$ cat src/rtl/alu_pkg.sv
`timescale 1ns/1ps
// alu_pkg: opcode codes, FSM state encoding, NZCV flag indices and opcode classifiers for the ALU issue stage
package alu_pkg;
  localparam int OPC_W = 5;
  localparam logic [OPC_W-1:0] OP_NOP = 5'd0, OP_ANDS = 5'd1, OP_ORRS = 5'd2, OP_MVNS = 5'd3,
    OP_EORS = 5'd4, OP_ADDS = 5'd5, OP_SUBS = 5'd6, OP_RSBS = 5'd7, OP_SUB = 5'd8, OP_LSLS = 5'd9,
    OP_LSRS = 5'd10, OP_ASRS = 5'd11, OP_ADD = 5'd12, OP_AND = 5'd13, OP_MOV = 5'd14,
    OP_MVN = 5'd15, OP_NEG = 5'd16, OP_ABS = 5'd17, OP_CMP = 5'd18;
  localparam int FLAG_N = 3, FLAG_Z = 2, FLAG_C = 1, FLAG_V = 0;
  typedef enum logic [1:0] {S_IDLE, S_EXEC, S_WB} state_t;
  function automatic logic is_alu_op(input logic [OPC_W-1:0] op);
    return op >= OP_ANDS && op <= OP_CMP;
  endfunction
  function automatic logic is_single(input logic [OPC_W-1:0] op);
    return op == OP_MVNS || (op >= OP_MOV && op <= OP_ABS);
  endfunction
  function automatic logic updates_flags(input logic [OPC_W-1:0] op);
    return (op >= OP_ANDS && op <= OP_RSBS) || (op >= OP_LSLS && op <= OP_ASRS) || op == OP_CMP;
  endfunction
endpackage

$ cat src/rtl/alu_issue_ctrl_if.sv
`timescale 1ns/1ps
// alu_issue_ctrl_if: op handshake, ALU drive/return, writeback, flags, error pulse and debug read port
interface alu_issue_ctrl_if #(parameter int DATA_W = 32, parameter int RA_W = 3, parameter int OP_W = 5);
  logic in_valid, in_ready, in_use_imm, wb_valid, err_illegal;
  logic [OP_W-1:0] in_op, alu_instr;
  logic [RA_W-1:0] in_rd, in_rn, in_rm, wb_rd, dbg_addr;
  logic [DATA_W-1:0] in_imm, alu_num1, alu_num2, alu_result, wb_data, dbg_data;
  logic [3:0] alu_flags, flags_q;
  modport slave (
    input in_valid, in_op, in_rd, in_rn, in_rm, in_use_imm, in_imm, alu_result, alu_flags, dbg_addr,
    output in_ready, alu_instr, alu_num1, alu_num2, wb_valid, wb_rd, wb_data, flags_q, err_illegal, dbg_data
  );
  modport master (
    output in_valid, in_op, in_rd, in_rn, in_rm, in_use_imm, in_imm, alu_result, alu_flags, dbg_addr,
    input in_ready, alu_instr, alu_num1, alu_num2, wb_valid, wb_rd, wb_data, flags_q, err_illegal, dbg_data
  );
endinterface

$ cat src/rtl/alu_regfile.sv
`timescale 1ns/1ps
// alu_regfile: NREGS x DATA_W register file, three async reads (ra1/ra2/ra3), one sync write (we/wa/wd), async clear on rst
module alu_regfile #(
  parameter int DATA_W = 32,
  parameter int NREGS = 8,
  parameter int RA_W = $clog2(NREGS)
) (
  input  logic              clk,
  input  logic              rst,
  input  logic              we,
  input  logic [RA_W-1:0]   wa,
  input  logic [DATA_W-1:0] wd,
  input  logic [RA_W-1:0]   ra1,
  input  logic [RA_W-1:0]   ra2,
  input  logic [RA_W-1:0]   ra3,
  output logic [DATA_W-1:0] rd1,
  output logic [DATA_W-1:0] rd2,
  output logic [DATA_W-1:0] rd3
);
  logic [DATA_W-1:0] mem [NREGS];
  always_ff @(posedge clk or posedge rst)
    if (rst) for (int i = 0; i < NREGS; i++) mem[i] <= '0;
    else if (we) mem[wa] <= wd;
  assign rd1 = mem[ra1];
  assign rd2 = mem[ra2];
  assign rd3 = mem[ra3];
endmodule

$ cat src/rtl/alu_issue_ctrl.sv
`timescale 1ns/1ps
// alu_issue_ctrl: serial issue/writeback stage around an external ALU; ports clk, rst, bus (op handshake, ALU drive, writeback, NZCV, error, debug read)
module alu_issue_ctrl import alu_pkg::*; #(
  parameter int DATA_W = 32,
  parameter int NREGS = 8,
  parameter int OP_W = 5,
  parameter int ALU_LAT = 1
) (
  input logic clk,
  input logic rst,
  alu_issue_ctrl_if.slave bus
);
  localparam int RA_W = $clog2(NREGS);
  localparam int CW = ALU_LAT > 1 ? $clog2(ALU_LAT) : 1;
  state_t state, nxt;
  logic [CW-1:0] cnt;
  logic [RA_W-1:0] rd_q;
  logic [DATA_W-1:0] rf_rn, rf_rm;
  logic [OP_W-1:0] op;
  logic acc, go, wr;
  assign op = bus.in_op;
  assign bus.in_ready = state == S_IDLE && !rst;
  assign acc = bus.in_valid && bus.in_ready;
  assign go = acc && is_alu_op(op);
  assign wr = state == S_WB && bus.alu_instr != OP_CMP;
  alu_regfile #(.DATA_W(DATA_W), .NREGS(NREGS)) u_rf (
    .clk(clk), .rst(rst), .we(wr), .wa(rd_q), .wd(bus.alu_result),
    .ra1(bus.in_rn), .ra2(bus.in_rm), .ra3(bus.dbg_addr),
    .rd1(rf_rn), .rd2(rf_rm), .rd3(bus.dbg_data)
  );
  always_ff @(posedge clk or posedge rst)
    if (rst) state <= S_IDLE;
    else state <= nxt;
  always_comb begin
    nxt = state == S_IDLE ? (go ? S_EXEC : S_IDLE) : state == S_EXEC ? (cnt == '0 ? S_WB : S_EXEC) : S_IDLE;
  end
  always_ff @(posedge clk or posedge rst)
    if (rst) begin
      bus.alu_instr <= '0;
      bus.alu_num1 <= '0;
      bus.alu_num2 <= '0;
      bus.wb_valid <= 1'b0;
      bus.wb_rd <= '0;
      bus.wb_data <= '0;
      bus.flags_q <= '0;
      bus.err_illegal <= 1'b0;
      rd_q <= '0;
      cnt <= '0;
    end else begin
      bus.wb_valid <= wr;
      bus.err_illegal <= acc && op != OP_NOP && !is_alu_op(op);
      if (go) begin
        bus.alu_instr <= op;
        bus.alu_num1 <= rf_rn;
        bus.alu_num2 <= is_single(op) ? '0 : bus.in_use_imm ? bus.in_imm : rf_rm;
        rd_q <= bus.in_rd;
        cnt <= CW'(ALU_LAT - 1);
      end
      if (state == S_EXEC) cnt <= cnt - CW'(1);
      if (wr) begin
        bus.wb_rd <= rd_q;
        bus.wb_data <= bus.alu_result;
      end
      if (state == S_WB) begin
        bus.alu_instr <= '0;
        if (updates_flags(bus.alu_instr)) bus.flags_q <= bus.alu_flags;
      end
    end
endmodule

$ cat src/flat_wrapper.sv
// flat-port wrapper written by rule: the top's interface ports become plain ports
module alu_issue_ctrl_flat import alu_pkg::*;
#(
  parameter int DATA_W = 32,
  parameter int NREGS = 8,
  parameter int OP_W = 5,
  parameter int ALU_LAT = 1
)
  (clk, rst, bus_in_valid, bus_in_op, bus_in_rd, bus_in_rn, bus_in_rm, bus_in_use_imm, bus_in_imm, bus_alu_result, bus_alu_flags, bus_dbg_addr, bus_in_ready, bus_alu_instr, bus_alu_num1, bus_alu_num2, bus_wb_valid, bus_wb_rd, bus_wb_data, bus_flags_q, bus_err_illegal, bus_dbg_data);
  alu_issue_ctrl_if #(.DATA_W(DATA_W), .OP_W(OP_W)) bus_i ();
  input logic clk;
  input logic rst;
  input wire logic [$bits(bus_i.in_valid)-1:0] bus_in_valid;
  input wire logic [$bits(bus_i.in_op)-1:0] bus_in_op;
  input wire logic [$bits(bus_i.in_rd)-1:0] bus_in_rd;
  input wire logic [$bits(bus_i.in_rn)-1:0] bus_in_rn;
  input wire logic [$bits(bus_i.in_rm)-1:0] bus_in_rm;
  input wire logic [$bits(bus_i.in_use_imm)-1:0] bus_in_use_imm;
  input wire logic [$bits(bus_i.in_imm)-1:0] bus_in_imm;
  input wire logic [$bits(bus_i.alu_result)-1:0] bus_alu_result;
  input wire logic [$bits(bus_i.alu_flags)-1:0] bus_alu_flags;
  input wire logic [$bits(bus_i.dbg_addr)-1:0] bus_dbg_addr;
  output wire logic [$bits(bus_i.in_ready)-1:0] bus_in_ready;
  output wire logic [$bits(bus_i.alu_instr)-1:0] bus_alu_instr;
  output wire logic [$bits(bus_i.alu_num1)-1:0] bus_alu_num1;
  output wire logic [$bits(bus_i.alu_num2)-1:0] bus_alu_num2;
  output wire logic [$bits(bus_i.wb_valid)-1:0] bus_wb_valid;
  output wire logic [$bits(bus_i.wb_rd)-1:0] bus_wb_rd;
  output wire logic [$bits(bus_i.wb_data)-1:0] bus_wb_data;
  output wire logic [$bits(bus_i.flags_q)-1:0] bus_flags_q;
  output wire logic [$bits(bus_i.err_illegal)-1:0] bus_err_illegal;
  output wire logic [$bits(bus_i.dbg_data)-1:0] bus_dbg_data;
  assign bus_i.in_valid = bus_in_valid;
  assign bus_i.in_op = bus_in_op;
  assign bus_i.in_rd = bus_in_rd;
  assign bus_i.in_rn = bus_in_rn;
  assign bus_i.in_rm = bus_in_rm;
  assign bus_i.in_use_imm = bus_in_use_imm;
  assign bus_i.in_imm = bus_in_imm;
  assign bus_i.alu_result = bus_alu_result;
  assign bus_i.alu_flags = bus_alu_flags;
  assign bus_i.dbg_addr = bus_dbg_addr;
  assign bus_in_ready = bus_i.in_ready;
  assign bus_alu_instr = bus_i.alu_instr;
  assign bus_alu_num1 = bus_i.alu_num1;
  assign bus_alu_num2 = bus_i.alu_num2;
  assign bus_wb_valid = bus_i.wb_valid;
  assign bus_wb_rd = bus_i.wb_rd;
  assign bus_wb_data = bus_i.wb_data;
  assign bus_flags_q = bus_i.flags_q;
  assign bus_err_illegal = bus_i.err_illegal;
  assign bus_dbg_data = bus_i.dbg_data;
  alu_issue_ctrl #(.DATA_W(DATA_W), .NREGS(NREGS), .OP_W(OP_W), .ALU_LAT(ALU_LAT)) u_core (.clk(clk), .rst(rst), .bus(bus_i));
endmodule
$ cat config.mk
export PLATFORM = sky130hd
export DESIGN_NAME = alu_issue_ctrl_flat
export DESIGN_NICKNAME = d
export VERILOG_FILES = /design/src/rtl/alu_pkg.sv /design/src/rtl/alu_issue_ctrl_if.sv /design/src/rtl/alu_regfile.sv /design/src/rtl/alu_issue_ctrl.sv /design/src/flat_wrapper.sv
export SDC_FILE = /design/constraint.sdc
export NUM_CORES = 1
export LEC_CHECK = 0
export BUFFER_PORTS_ARGS = -buffer_cell sky130_fd_sc_hd__buf_2
export CAP_MARGIN = 20
export CORE_MARGIN = 2
export CORE_UTILIZATION = 27
export DETAILED_ROUTE_END_ITERATION = 10
export PLACE_DENSITY_LB_ADDON = 0.1
export RECOVER_POWER = 50
export SYNTH_ARGS = -nofsm -noshare
export SYNTH_HDL_FRONTEND = slang
export SYNTH_HIERARCHICAL = 1
export SYNTH_SLANG_ARGS = --single-unit
$ cat constraint.sdc
create_clock -name clk -period 16.9 [get_ports clk]
set_input_delay 2.535 -clock clk [delete_from_list [all_inputs] [get_ports clk]]
set_output_delay 2.535 -clock clk [all_outputs]
set_load 0.005 [all_outputs]
==> qor.yml <==
final_nets: 1542
slew_violations: 336
cts_resized: 0
cts.sinks: 372
synth_top_area_frac: 0.4429
cp-start-kind: "input pin"
synth_most_common_cell: "mux2_2"
post-cts-setup-buffers: 0
viasPerCell: 4.973
netSwitchingPower_w: 0.001260
max_slew_margin: -3.301
area_growth_pct: 17.19
max_freq_mhz: 112.7
rr_endpoint: "u_core/u_rf/mem[107]$_DFFE_PP0P_"
diodes: 0
drive_gt1_frac: 0.5732
drtAntennaViolNets: 0
grt_pass1_wl_mm: 97.92
die_x_um: 283.0
crit_fanout: 114
layout_setup_ws_ns: 8.024
drc: 0
hold_violations: 0
cp-end-kind: "asynchronous set/reset pin"
tns_ns: 0
synth-edff-count: 0
required_ns: 16.01
met1_usage: 0.2186
netlist_area_um2: 21020
die_area_um2: 80090
vias: 12580
gr-usage-all-layers: 0.1644
drv_cap: 8
seqPwrFrac: 0.405
synthArstFlopShare: 1.000
cts_max_level: 2
synth.area.top_cells: "dfrtp_1 44%, mux2_2 21%, mux4_1 15%"
cts-root-buf: "clkbuf_16"
grtUsageMet2: 0.2797
synth_commonest_cells: "386 x mux2_2, 372 x dfrtp_1, 121 x mux4_1"
place_inst: 2440
clockBufferDepth: 3
yosys.area.top_type: "dfrtp_1"
finalNonFillerCells: 2530
violations: "capacitance limit, slew limit"
ys.flop_type: "dfrtp_1"
die_h_um: 283.0
rsz0062_at_grt: "no"
regToRegSetupSlack_ns: 12.20
place_hpwl_mm: 39.92
cp.arrival_ns: 7.98
num-fill-cells: 7586
routed_wl_mm: 66.10
critPathKind: "in -> async"
synth_cells: 1240
avgSynthCellArea_um2: 16.95
min_path_type: "reg -> reg"
p_clk_frac: 0.258
p_leak_nw: 10.90
p_comb_frac: 0.337
layout_min_cycle_time_ns: 8.876
antenna_found_initial: 1
initial_core_util: 0.2722
crit_end: "u_core/u_rf/mem[179]$_DFFE_PP0P_"
coreArea_um2: 77210
ys_types: 36
worstRegToRegCells: 6
num_rows: 102
period_share: 0.5252
worstSkewPairLatency_ns: 0.59
setup_viol: 0
postCtsHoldBufs: 0
port-buffer-count: 231
worstReg2RegStart: "u_core/state[0]$_DFF_PP0_"
swShare: 0.3016
pin_count: 232
yosysSeqAreaShare: 0.4429
grt_start_max_net_pins: 134
ir_drop_uv: 72.34
gp_routability_congestion: 0.7320
hold_slack_ns: 0.4682
max_slew.worst_pin.slew_ns: 6.451
synth_nets: 1329
grt_pass1_vias: 13510
cts_buffers: 50
path_clk_slew_ns: 0.06
pre_cts_ws_ns: 9.518
wl_per_cell_um: 26.13
drt_first_pass_iters: 4
crit_start: "rst"
ys.warnings.count: 6
multiInputGateArea_um2: 10940
hold_start: "u_core/cnt$_DFFE_PP0P_"
powerDensity_nw_per_um2: 169.6
regArea_um2: 9309
finClkSkew_ns: 0.01817
status: "finished, violations left"
grt.busiest_layer: "met2"
p_int_w: 0.002917
cts_tree: "yes"
use_met3: 0.02786
ys_ff_latch: 372
drt-initial-drc-count: 638
grt_overflow: 0
==> metrics by stage <==
stage | power [W] | cell area [µm²] | util
final | 0.004177 | 24630 | 0.3190
after global routing | 0.004449 | 24630 | 0.3190
after CTS | 0.004270 | 24770 | 0.3208
after detailed placement | 0.003149 | 23100 | 0.2992
after global placement | 0.003128 | 23080 | 0.2990
after floorplan | 0.002603 | 21020 | -
==> power by group through the flow <==
stage | combinational, W | sequential, W | clock (W)
floorplan | 0.00103 | 0.00157 | 0
global placement | 0.00142 | 0.00171 | 0
detailed placement | 0.00144 | 0.00171 | 0
CTS | 0.00144 | 0.00170 | 0.00113
global route | 0.00152 | 0.00176 | 0.00116
finish | 0.00141 | 0.00169 | 0.00108
==> worst max-delay path, stage by stage <==
cell        delay [ns]
clkbuf_1          0.12
clkinvlp_2        0.66
clkbuf_1          4.53
==> kinds of logic (layout without fill, tap and decap cells) <==
kind of cell / Yosys count / in the layout / share of synthesized area
AOI/OAI and AO/OA: 10 / 10 / 0.004285
muxes: 687 / 687 / 0.5018
and+or+nand+nor: 58 / 58 / 0.01453
buffers and inverters: 113 / 363 / 0.03643
DFF: 372 / 372 / 0.4429
==> layer usage <==
metal	share of wire	up-vias
met2	0.49	272
met1	0.45	6842
met4	0.018	0
met5	0	-
li1	-	5397
met3	0.039	71
==> flip-flops by register name, summed over array words and instances, names as in the netlist <==
name and cells:
u_core/bus.alu_instr 5, u_core/bus.alu_num1 32, u_core/bus.alu_num2 32, u_core/bus.err_illegal 1
u_core/bus.flags_q 4, u_core/bus.wb_data 32, u_core/bus.wb_rd 3, u_core/bus.wb_valid 1
u_core/cnt 1, u_core/rd_q 3, u_core/state 2, u_core/u_rf/mem 256
==> worst min-delay path by stage <==
stage / end / slack, ns / depth (start not counted)
floorplan: u_core/state[1]$_DFF_PP0_ / 0.43 / 1
global placement: u_core/state[1]$_DFF_PP0_ / 0.46 / 1
detailed placement: u_core/state[1]$_DFF_PP0_ / 0.46 / 1
CTS: u_core/state[1]$_DFF_PP0_ / 0.47 / 1
global route: u_core/state[1]$_DFF_PP0_ / 0.49 / 1
finish: u_core/state[1]$_DFF_PP0_ / 0.47 / 1
==> cells in the final DEF, fill, tap and decap left out, types with 4 or more instances in the layout <==
| cell | instances |
|---|---|
| mux2_4 | 63 |
| nand2_1 | 7 |
| mux2_2 | 384 |
| mux4_2 | 69 |
| mux4_1 | 121 |
| clkinv_2 | 7 |
| inv_1 | 7 |
| buf_4 | 26 |
| mux2_1 | 11 |
| nand4b_1 | 4 |
| dfrtp_1 | 372 |
| clkbuf_16 | 51 |
| buf_2 | 224 |
| clkbuf_8 | 15 |
| nor2_1 | 35 |
| mux2i_1 | 37 |
| clkbuf_1 | 24 |
==> area by class of cell <==
type / count / area share
multi-input combinational: 755 / 0.4440
sequential: 372 / 0.3780
timing repair buffer: 265 / 0.05573
clock buffer: 75 / 0.06157
clock inverter: 14 / 0.006401
inverter: 9 / 0.001473
tap: 1040 / 0.05283
No activity file was read; power rests on OpenSTA's default activity.
